--- config.mk ---
export PLATFORM = sky130hd
export DESIGN_NAME = cpu_ctrl_fsm
export DESIGN_NICKNAME = d
export VERILOG_FILES = /design/src/rtl/cpu_ctrl_pkg.sv /design/src/rtl/cpu_ctrl_decode.sv /design/src/rtl/cpu_ctrl_fsm.sv
export SDC_FILE = /design/constraint.sdc
export NUM_CORES = 1
export LEC_CHECK = 0
export BUFFER_PORTS_ARGS = -buffer_cell sky130_fd_sc_hd__clkbuf_2
export CAP_MARGIN = 20
export CELL_PAD_IN_SITES_DETAIL_PLACEMENT = 0
export CELL_PAD_IN_SITES_GLOBAL_PLACEMENT = 1
export CORE_ASPECT_RATIO = 1.75
export CORE_MARGIN = 8
export CORE_UTILIZATION = 28
export DETAILED_ROUTE_END_ITERATION = 10
export PLACE_DENSITY = 0.84
export SLEW_MARGIN = 20
export SYNTH_ARGS = -nofsm -noshare
export SYNTH_HDL_FRONTEND = slang
export SYNTH_HIERARCHICAL = 1
export SYNTH_SLANG_ARGS = --single-unit
--- constraint.sdc ---
create_clock -name clk -period 1.4 [get_ports clk]
set_clock_uncertainty 0.2 [all_clocks]
set_input_delay 0.14 -clock clk [delete_from_list [all_inputs] [get_ports clk]]
set_output_delay 0.14 -clock clk [all_outputs]
set_load 0.01 [all_outputs]
--- src/rtl/cpu_ctrl_pkg.sv ---
// Shared definitions for the multicycle CPU control unit.
// Contents: controller state enum, instruction class/subclass codes,
// ALU function-select and register-select codes, and the strobe bundle
// passed from the state decoder to the top level.
package cpu_ctrl_pkg;

  typedef enum logic [4:0] {
    ST_RST, ST_F0, ST_F1, ST_F2, ST_F3, ST_DEC,
    ST_E0, ST_E1,
    ST_L0, ST_L1, ST_L2, ST_L3,
    ST_S0, ST_S1, ST_S2, ST_S3,
    ST_B0, ST_B1,
    ST_HALT
  } state_e;

  // irContr[6] selects ALU vs. memory/control class; [5:4] picks the subclass
  localparam logic       CLS_ALU    = 1'b0;
  localparam logic [1:0] SUB_LOAD   = 2'b00;
  localparam logic [1:0] SUB_STORE  = 2'b01;
  localparam logic [1:0] SUB_BRANCH = 2'b10;
  localparam logic [1:0] SUB_HALT   = 2'b11;

  localparam logic [1:0] FN_IR   = 2'b00;
  localparam logic [1:0] FN_ADD  = 2'b01;
  localparam logic [1:0] FN_PASS = 2'b10;

  localparam logic [1:0] SEL_RB   = 2'b00;
  localparam logic [1:0] SEL_RX   = 2'b01;
  localparam logic [1:0] SEL_RDST = 2'b10;

  typedef struct packed {
    logic       rd;
    logic       wr;
    logic       LPC;
    logic       TPC;
    logic       LT;
    logic       TT;
    logic       LMAR;
    logic       TMAR;
    logic       LIR;
    logic       RMDRExt;
    logic       RMDRInt;
    logic       TMDR2X;
    logic       TMDR2Ext;
    logic       TMDR2IR;
    logic       LMDR;
    logic       LregY;
    logic       T1;
    logic       Lflag;
    logic       PCrst;
    logic [1:0] fnSel;
    logic [1:0] selreg;
    logic       mem_rd;
    logic       mem_wr;
    logic       halted;
  } strobes_t;

endpackage

--- src/rtl/cpu_ctrl_decode.sv ---
// State-to-strobe decoder for the CPU control unit.
// Ports:
//   state_i   current registered controller state
//   mem_rdy_i memory completion; gates LIR in F3 and LMDR in L2
//   strb_o    full set of datapath / memory strobes for this cycle
module cpu_ctrl_decode
  import cpu_ctrl_pkg::*;
(
  input  state_e   state_i,
  input  logic     mem_rdy_i,
  output strobes_t strb_o
);

  always_comb begin
    strb_o = '0;
    case (state_i)
      ST_RST: strb_o.PCrst = 1'b1;
      ST_F0: begin
        strb_o.TPC   = 1'b1;
        strb_o.fnSel = FN_PASS;
        strb_o.LMAR  = 1'b1;
      end
      ST_F1: begin
        strb_o.TPC   = 1'b1;
        strb_o.LregY = 1'b1;
      end
      ST_F2: begin
        strb_o.T1    = 1'b1;
        strb_o.fnSel = FN_ADD;
        strb_o.LPC   = 1'b1;
      end
      ST_F3: begin
        strb_o.TMAR   = 1'b1;
        strb_o.mem_rd = 1'b1;
        // IR may only capture the bus in the cycle memory actually delivers
        strb_o.LIR    = mem_rdy_i;
      end
      ST_E0, ST_L0, ST_S0: begin
        // E0 reads rx, L0/S0 read rb; the rest is identical
        strb_o.selreg = (state_i == ST_E0) ? SEL_RX : SEL_RB;
        strb_o.rd     = 1'b1;
        strb_o.LregY  = 1'b1;
      end
      ST_E1: begin
        strb_o.selreg = SEL_RB;
        strb_o.rd     = 1'b1;
        strb_o.fnSel  = FN_IR;
        strb_o.wr     = 1'b1;
        strb_o.Lflag  = 1'b1;
      end
      ST_L1, ST_S1: begin
        strb_o.selreg = SEL_RX;
        strb_o.rd     = 1'b1;
        strb_o.fnSel  = FN_ADD;
        strb_o.LMAR   = 1'b1;
      end
      ST_L2: begin
        strb_o.TMAR    = 1'b1;
        strb_o.mem_rd  = 1'b1;
        strb_o.RMDRExt = 1'b1;
        strb_o.LMDR    = mem_rdy_i;
      end
      ST_L3: begin
        strb_o.TMDR2X = 1'b1;
        strb_o.fnSel  = FN_PASS;
        strb_o.wr     = 1'b1;
      end
      ST_S2: begin
        strb_o.selreg  = SEL_RDST;
        strb_o.rd      = 1'b1;
        strb_o.fnSel   = FN_PASS;
        strb_o.RMDRInt = 1'b1;
        strb_o.LMDR    = 1'b1;
      end
      ST_S3: begin
        strb_o.TMAR     = 1'b1;
        strb_o.TMDR2Ext = 1'b1;
        strb_o.mem_wr   = 1'b1;
      end
      ST_B0: begin
        strb_o.TPC   = 1'b1;
        strb_o.LregY = 1'b1;
      end
      ST_B1: begin
        strb_o.selreg = SEL_RB;
        strb_o.rd     = 1'b1;
        strb_o.fnSel  = FN_ADD;
        strb_o.LPC    = 1'b1;
      end
      ST_HALT: strb_o.halted = 1'b1;
      default: strb_o = '0;
    endcase
  end

endmodule

--- src/rtl/cpu_ctrl_fsm.sv ---
// Multicycle CPU control unit: fetch / decode / execute sequencer for
// ALU, LOAD, STORE, BRANCH and HALT, with a mem_rdy handshake.
// Ports:
//   clk, rst      clock and synchronous active-high reset
//   irContr       IR[15:9] (class bit, subclass / ALU function)
//   Dcondn        branch condition
//   mem_rdy       external memory completes this cycle
//   rd, wr        register bank read / write enables
//   LPC..PCrst    datapath load / transfer strobes
//   fnSel, selreg ALU function select and register select
//   mem_rd/mem_wr external memory strobes, held until mem_rdy
//   halted        high while halted
module cpu_ctrl_fsm
  import cpu_ctrl_pkg::*;
(
  input  logic       clk,
  input  logic       rst,
  input  logic [6:0] irContr,
  input  logic       Dcondn,
  input  logic       mem_rdy,
  output logic       rd,
  output logic       wr,
  output logic       LPC,
  output logic       TPC,
  output logic       LT,
  output logic       TT,
  output logic       LMAR,
  output logic       TMAR,
  output logic       LIR,
  output logic       RMDRExt,
  output logic       RMDRInt,
  output logic       TMDR2X,
  output logic       TMDR2Ext,
  output logic       TMDR2IR,
  output logic       LMDR,
  output logic       LregY,
  output logic       T1,
  output logic       Lflag,
  output logic       PCrst,
  output logic [1:0] fnSel,
  output logic [1:0] selreg,
  output logic       mem_rd,
  output logic       mem_wr,
  output logic       halted
);

  state_e   state_q, state_d;
  strobes_t strb;

  // The ALU function bits go straight from IR to the datapath
  logic unused_ir;
  assign unused_ir = ^irContr[3:0];

  always_comb begin
    state_d = state_q;
    case (state_q)
      ST_RST:  state_d = ST_F0;
      ST_F0:   state_d = ST_F1;
      ST_F1:   state_d = ST_F2;
      ST_F2:   state_d = ST_F3;
      ST_F3:   state_d = mem_rdy ? ST_DEC : ST_F3;
      ST_DEC: begin
        if (irContr[6] == CLS_ALU) begin
          state_d = ST_E0;
        end else begin
          case (irContr[5:4])
            SUB_LOAD:   state_d = ST_L0;
            SUB_STORE:  state_d = ST_S0;
            SUB_BRANCH: state_d = Dcondn ? ST_B0 : ST_F0;
            default:    state_d = ST_HALT;
          endcase
        end
      end
      ST_E0:   state_d = ST_E1;
      ST_E1:   state_d = ST_F0;
      ST_L0:   state_d = ST_L1;
      ST_L1:   state_d = ST_L2;
      ST_L2:   state_d = mem_rdy ? ST_L3 : ST_L2;
      ST_L3:   state_d = ST_F0;
      ST_S0:   state_d = ST_S1;
      ST_S1:   state_d = ST_S2;
      ST_S2:   state_d = ST_S3;
      ST_S3:   state_d = mem_rdy ? ST_F0 : ST_S3;
      ST_B0:   state_d = ST_B1;
      ST_B1:   state_d = ST_F0;
      ST_HALT: state_d = ST_HALT;
      default: state_d = ST_RST;
    endcase
  end

  always_ff @(posedge clk) begin
    if (rst) state_q <= ST_RST;
    else     state_q <= state_d;
  end

  cpu_ctrl_decode u_decode (
    .state_i   (state_q),
    .mem_rdy_i (mem_rdy),
    .strb_o    (strb)
  );

  assign rd       = strb.rd;
  assign wr       = strb.wr;
  assign LPC      = strb.LPC;
  assign TPC      = strb.TPC;
  assign LT       = strb.LT;
  assign TT       = strb.TT;
  assign LMAR     = strb.LMAR;
  assign TMAR     = strb.TMAR;
  assign LIR      = strb.LIR;
  assign RMDRExt  = strb.RMDRExt;
  assign RMDRInt  = strb.RMDRInt;
  assign TMDR2X   = strb.TMDR2X;
  assign TMDR2Ext = strb.TMDR2Ext;
  assign TMDR2IR  = strb.TMDR2IR;
  assign LMDR     = strb.LMDR;
  assign LregY    = strb.LregY;
  assign T1       = strb.T1;
  assign Lflag    = strb.Lflag;
  assign PCrst    = strb.PCrst;
  assign fnSel    = strb.fnSel;
  assign selreg   = strb.selreg;
  assign mem_rd   = strb.mem_rd;
  assign mem_wr   = strb.mem_wr;
  assign halted   = strb.halted;

endmodule

# After elaboration in Yosys (flattened, before gate mapping)

Index checks and enable logic that the tools add are counted.

Flip-flop bits (word level): 5
Logic and storage cells: 64

Equality and inequality tests: 20
Multiplexer cells: 28
Reduce and logical (&&, ||, !) cells: 15

Operators with widths:

| cell               | number |
|---|---|
| $pmux 5 s16        | 1 |
| $eq 5x4->1 const B | 8 |
| $eq 5x3->1 const B | 4 |
| $mux 1             | 20 |
| $eq 5x5->1 const B | 3 |
| $pmux 5 s3         | 1 |
| $reduce_or 3->1    | 5 |
| $eq 5x2->1 const B | 2 |
| $mux 5             | 2 |
| $reduce_or 2->1    | 4 |
| $reduce_or 4->1    | 2 |
| $reduce_or 8->1    | 1 |
| $pmux 2 s3         | 1 |
| $eq 5x1->1 const B | 1 |
| $logic_not 5->1    | 1 |
| $reduce_or 5->1    | 1 |
| $mux 4             | 1 |
| $pmux 2 s2         | 1 |
| $eq 2x1->1 const B | 1 |
| $eq 2x2->1 const B | 1 |
| $logic_not 2->1    | 1 |
| $pmux 1 s2         | 1 |

# Logic depth before layout (Yosys ltp)

Depth in word-level cells: 4
Mapped depth: 5
Gate-level depth less buffers: 4

# Modules after synthesis

The synthesis kept the hierarchy.

By module, submodules not included:

| module          | times used | cells an instance | area each (µm²) | seq. area each (µm²) |
|---|---|---|---|---|
| cpu_ctrl_decode | 1          | 65                | 401.6           | 0.0 |
| cpu_ctrl_fsm    | 1          | 50                | 380.4           | 100.1 |

# Worst setup path after synthesis

No wires, ideal clock.

Kind: register to output
From: register state_q[3]
To: output RMDRInt
Data arrival time: 1298 ps
Required time: 1060 ps
Slack: -238 ps
Stages on the path, launching flop included: 5
Buffers on the path: 2
Cell sequence: dfxtp_1 > buf_2 > nand2_1 > nor3_1 > buf_4

Cells in the longest elaborated chain, start to end: 2

Ends and longest elaborated chain:

| item                     | RTL line              | RTL |
|---|---|---|
| start: declaration       | cpu_ctrl_fsm.sv:47    | `state_e state_q, state_d;` |
| start signal: assignment | cpu_ctrl_fsm.sv:93    | `else state_q <= state_d;` |
| $eq 5x4->1               | cpu_ctrl_decode.sv:16 | `case (state_i)` |
| $mux 1                   | cpu_ctrl_decode.sv:16 |  |
| end: declaration         | cpu_ctrl_fsm.sv:31    | `output logic RMDRInt,` |

Every way passes these cells.

# Worst setup path after layout

From: register state_q[1]
To: register state_q[0]

Cells in the longest elaborated chain, start to end: 3

Ends and longest elaborated chain:

| item                                     | RTL line           | RTL |
|---|---|---|
| $eq 5x4->1, or another cell as far along | cpu_ctrl_fsm.sv:56 | `case (state_q)` |
| $reduce_or 4->1 (no line)                | -                  |  |
| $pmux 5 s16 (*)                          | cpu_ctrl_fsm.sv:56 |  |

Every way passes the cells marked *; elsewhere a longest branch is shown, timed or not.
A chain may end at the register's enable or synchronous reset.

==> summary.md <==
| Metric | Value |
|---|---|
| Most frequent cell after synthesis | `nor2_1` |
| Die area | `4810 um^2` |
| Port Buffers | `29` |
| Tmin final | `1630 ps` |
| CTS tree | `built` |
| First-pass DRT Iterations | `4` |
| Overflow after GRT | `0` |
| Core area | `2690 um^2` |
| Post-synth top cells | `16 x nor2_1, 10 x a21oi_1, 7 x nand2_1` |
| # rows | `25` |
| Final hold viol count | `0` |
| Multi-input gate area | `811 um^2` |
| Internal Power | `1400 uW` |
| DP Cell Count | `189` |
| Power Density | `1510 nW/um^2` |
| Final setup viols | `28` |
| Nature of the critical path endpoint | `flop` |
| All-layer global routing usage | `0.121` |
| Register area | `approximately 120 um^2` |
| Largest register by flop count | `state_q` |
| Inserted Clock Buffers | `3` |
| Vias | `1077` |
| Drt wl/cell | `15.2 um` |
| Main flop type after synthesis | `dfxtp_1` |
| Synth warn | `6` |
| Number of global-route vias before repair | `1127` |
| DR vias/cell | `5.13` |
| Max reg flops | `5` |
| Fin cells | `210` |
| HP Class | `in -> reg` |
| CTS root buf | `clkbuf_8` |
| FFs w/ async S/R, synth | `0` |
| Max-cap viol count | `0` |
| Synth cell types | `43` |
| Die W | `56.0 um` |
| Syn Std Cell Area | `782 um^2` |
| Net Sw Frac | `0.416` |
| Area Growth Syn to Fin | `103%` |
| Clock sink count | `5` |
| Cells along the critical path | `buf_8, buf_6, and4bb_1, a221oi_2, o21ai_1, a31oi_1` |
| Layout cell share with drive strength beyond 1 | `0.678` |
| Slowest stage cell, crit path | `dfxtp_4` |
| Post-route cell area | `1590 um^2` |
| Detailed Place HPWL | `1990 um` |
| Final wirelength | `about 3200 um` |
| Diodes inserted | `0` |
| Clock power share | `0.108` |
| H-tree levels | `1` |
| Top cell type by total area after synthesis | `dfxtp_1` |
| Synth top area cells | `dfxtp_1 13%, nor2_1 7.7%, a21oi_1 6.4%` |
| Part of the power in registers | `0.119` |
| Number of synthesized flops with an enable pin | `0` |
| RSZ-0062 raised after global routing | `yes` |
| Yosys reg bits | `5` |
| First-pass GRT wire length | `just over 5000 um` |
| Initial Util | `0.291` |
| Worst path arrival time | `1560 ps` |
| CTS clk-pin slew, worst paths | `roughly 40 ps` |
| Cells after Synth | `115` |
| Average size of a mapped cell | `6.80 um^2` |
| Worst IR Drop VDD | `approximately 950 uV` |
| Largest regs | `state_q: 5 flops` |
| Switching power | `997 uW` |
| CTS Buffer Depth | `2` |
| Slowest stage delay, CP | `approximately 370 ps` |
| Leak | `0.000732 uW` |
| DR iter-0 viols | `17` |
| Filler cells | `247` |
| Worst skew pair latency | `220 ps` |
| Fin crit share | `1.17` |
| WP data required | `around 1300 ps` |
| Worst Slack Setup Final | `-234 ps` |
| Die Span Y | `85.9 um` |
| CP max FO | `8` |
| Fin. max-slew vios | `0` |
| Nets@finish | `195` |
| Largest net degree at the start of global routing | `9` |
| Critical path type | `reg -> reg` |
| Fmax | `slightly above 0.6 GHz` |
| Top cell type's share of synthesized area | `0.128` |
| Status | `complete, but fails checks` |
| DRT antenna net count | `0` |
| CP startpoint kind | `flop` |
| IO Pins | `37` |
| # hold bufs at CTS | `0` |
| Failing checks | `setup timing` |
| Seq/Total Area, Yosys | `0.128` |
| Combinational Power Share | `0.773` |
| Placed Instance Area | `1130 um^2` |
| Routability congestion estimate | `0.794` |
| Residual DRC | `0` |
| Antenna violations before repair | `0` |
## final timing paths
path / start / end / slack [ps] / depth (start not counted)
setup / recovery: state_q[1] / state_q[0] / -230 / 6
hold / removal: irContr[5] / state_q[4] / 30 / 3
setup reg to reg: state_q[1] / state_q[0] / -230 / 6
hold reg to reg: state_q[2] / state_q[0] / 570 / 3
## worst max-delay path: cells and delay by family (launching register included)
| kind | cells | cell delay, ps |
|---|---|---|
| and+or+nand+nor | 1 | 190 |
| buffers and inverters | 2 | 270 |
| AOI/OAI and AO/OA | 3 | 520 |
| DFF | 1 | 370 |
## cells by family after synthesis
kind of cell | after synthesis | synth area share
muxes | 1 | 0.0128
other | 1 | 0.00480
xor gates and xnor gates | 3 | 0.0336
buffers and inverters | 16 | 0.131
AOI/OAI and AO/OA | 29 | 0.237
DFF | 5 | 0.128
and+or+nand+nor | 60 | 0.453
## metrics by stage
| step | setup TNS, ps | util | hold slack, ps | worst slack, ps | power [uW] |
|---|---|---|---|---|---|
| final | -4600 | 0.590 | 34.8 | -234 | 2400 |
| after floorplan | -177 | - | 98.9 | -87.4 | 974 |
| after global routing | -6220 | 0.590 | 53.8 | -298 | 2560 |
| after global placement | -1250 | 0.420 | 261 | -118 | 1390 |
| after CTS | -4140 | 0.536 | 34.1 | -239 | 2170 |
| after detailed placement | -2130 | 0.420 | 267 | -233 | 1420 |
## per-layer routing
| layer | wire [um] | vias up | track usage |
|---|---|---|---|
| met5 | 0 | - | 0 |
| met4 | 46 | 0 | 0.0220 |
| met3 | 193 | 4 | 0.0355 |
| met2 | 1840 | 32 | 0.250 |
| met1 | 1110 | 504 | 0.111 |
| li1 | - | 537 | - |
## final cells by class
type,count,area share
Inverter,4,0.00946
Timing Repair Buffer,74,0.355
Sequential cell,5,0.0749
Clock buffer,4,0.0284
Multi-Input combinational cell,96,0.511
Tap cell,27,0.0213
## power by group through the flow
stage,logic (uW),registers (uW),clock network (uW)
detailed placement,1120,304,0
CTS,1620,280,266
global placement,1090,297,0
global route,1990,296,277
floorplan,726,248,0
finish,1850,285,259
## what timing repair did
| action | in CTS | in global routing |
|---|---|---|
| gates resized for setup | 49 | 43 |
| pin swaps | 15 | 22 |
| gates cloned | 0 | 0 |
| setup endpoints to repair | 28 | 28 |
| setup buffers | 12 | 5 |
## layout by cell type (no fill, tap or decap), types with 3 or more instances in the layout
cell type	instances
clkbuf_8	3
a21oi_2	7
clkbuf_2	10
inv_1	4
nand2_1	4
a31oi_1	3
nor2_4	4
buf_4	28
nor3_2	5
buf_6	18
conb_1	3
dfxtp_4	5
nand3b_1	4
nor2_1	10
buf_2	17
(Power assumes the default switching activity.)
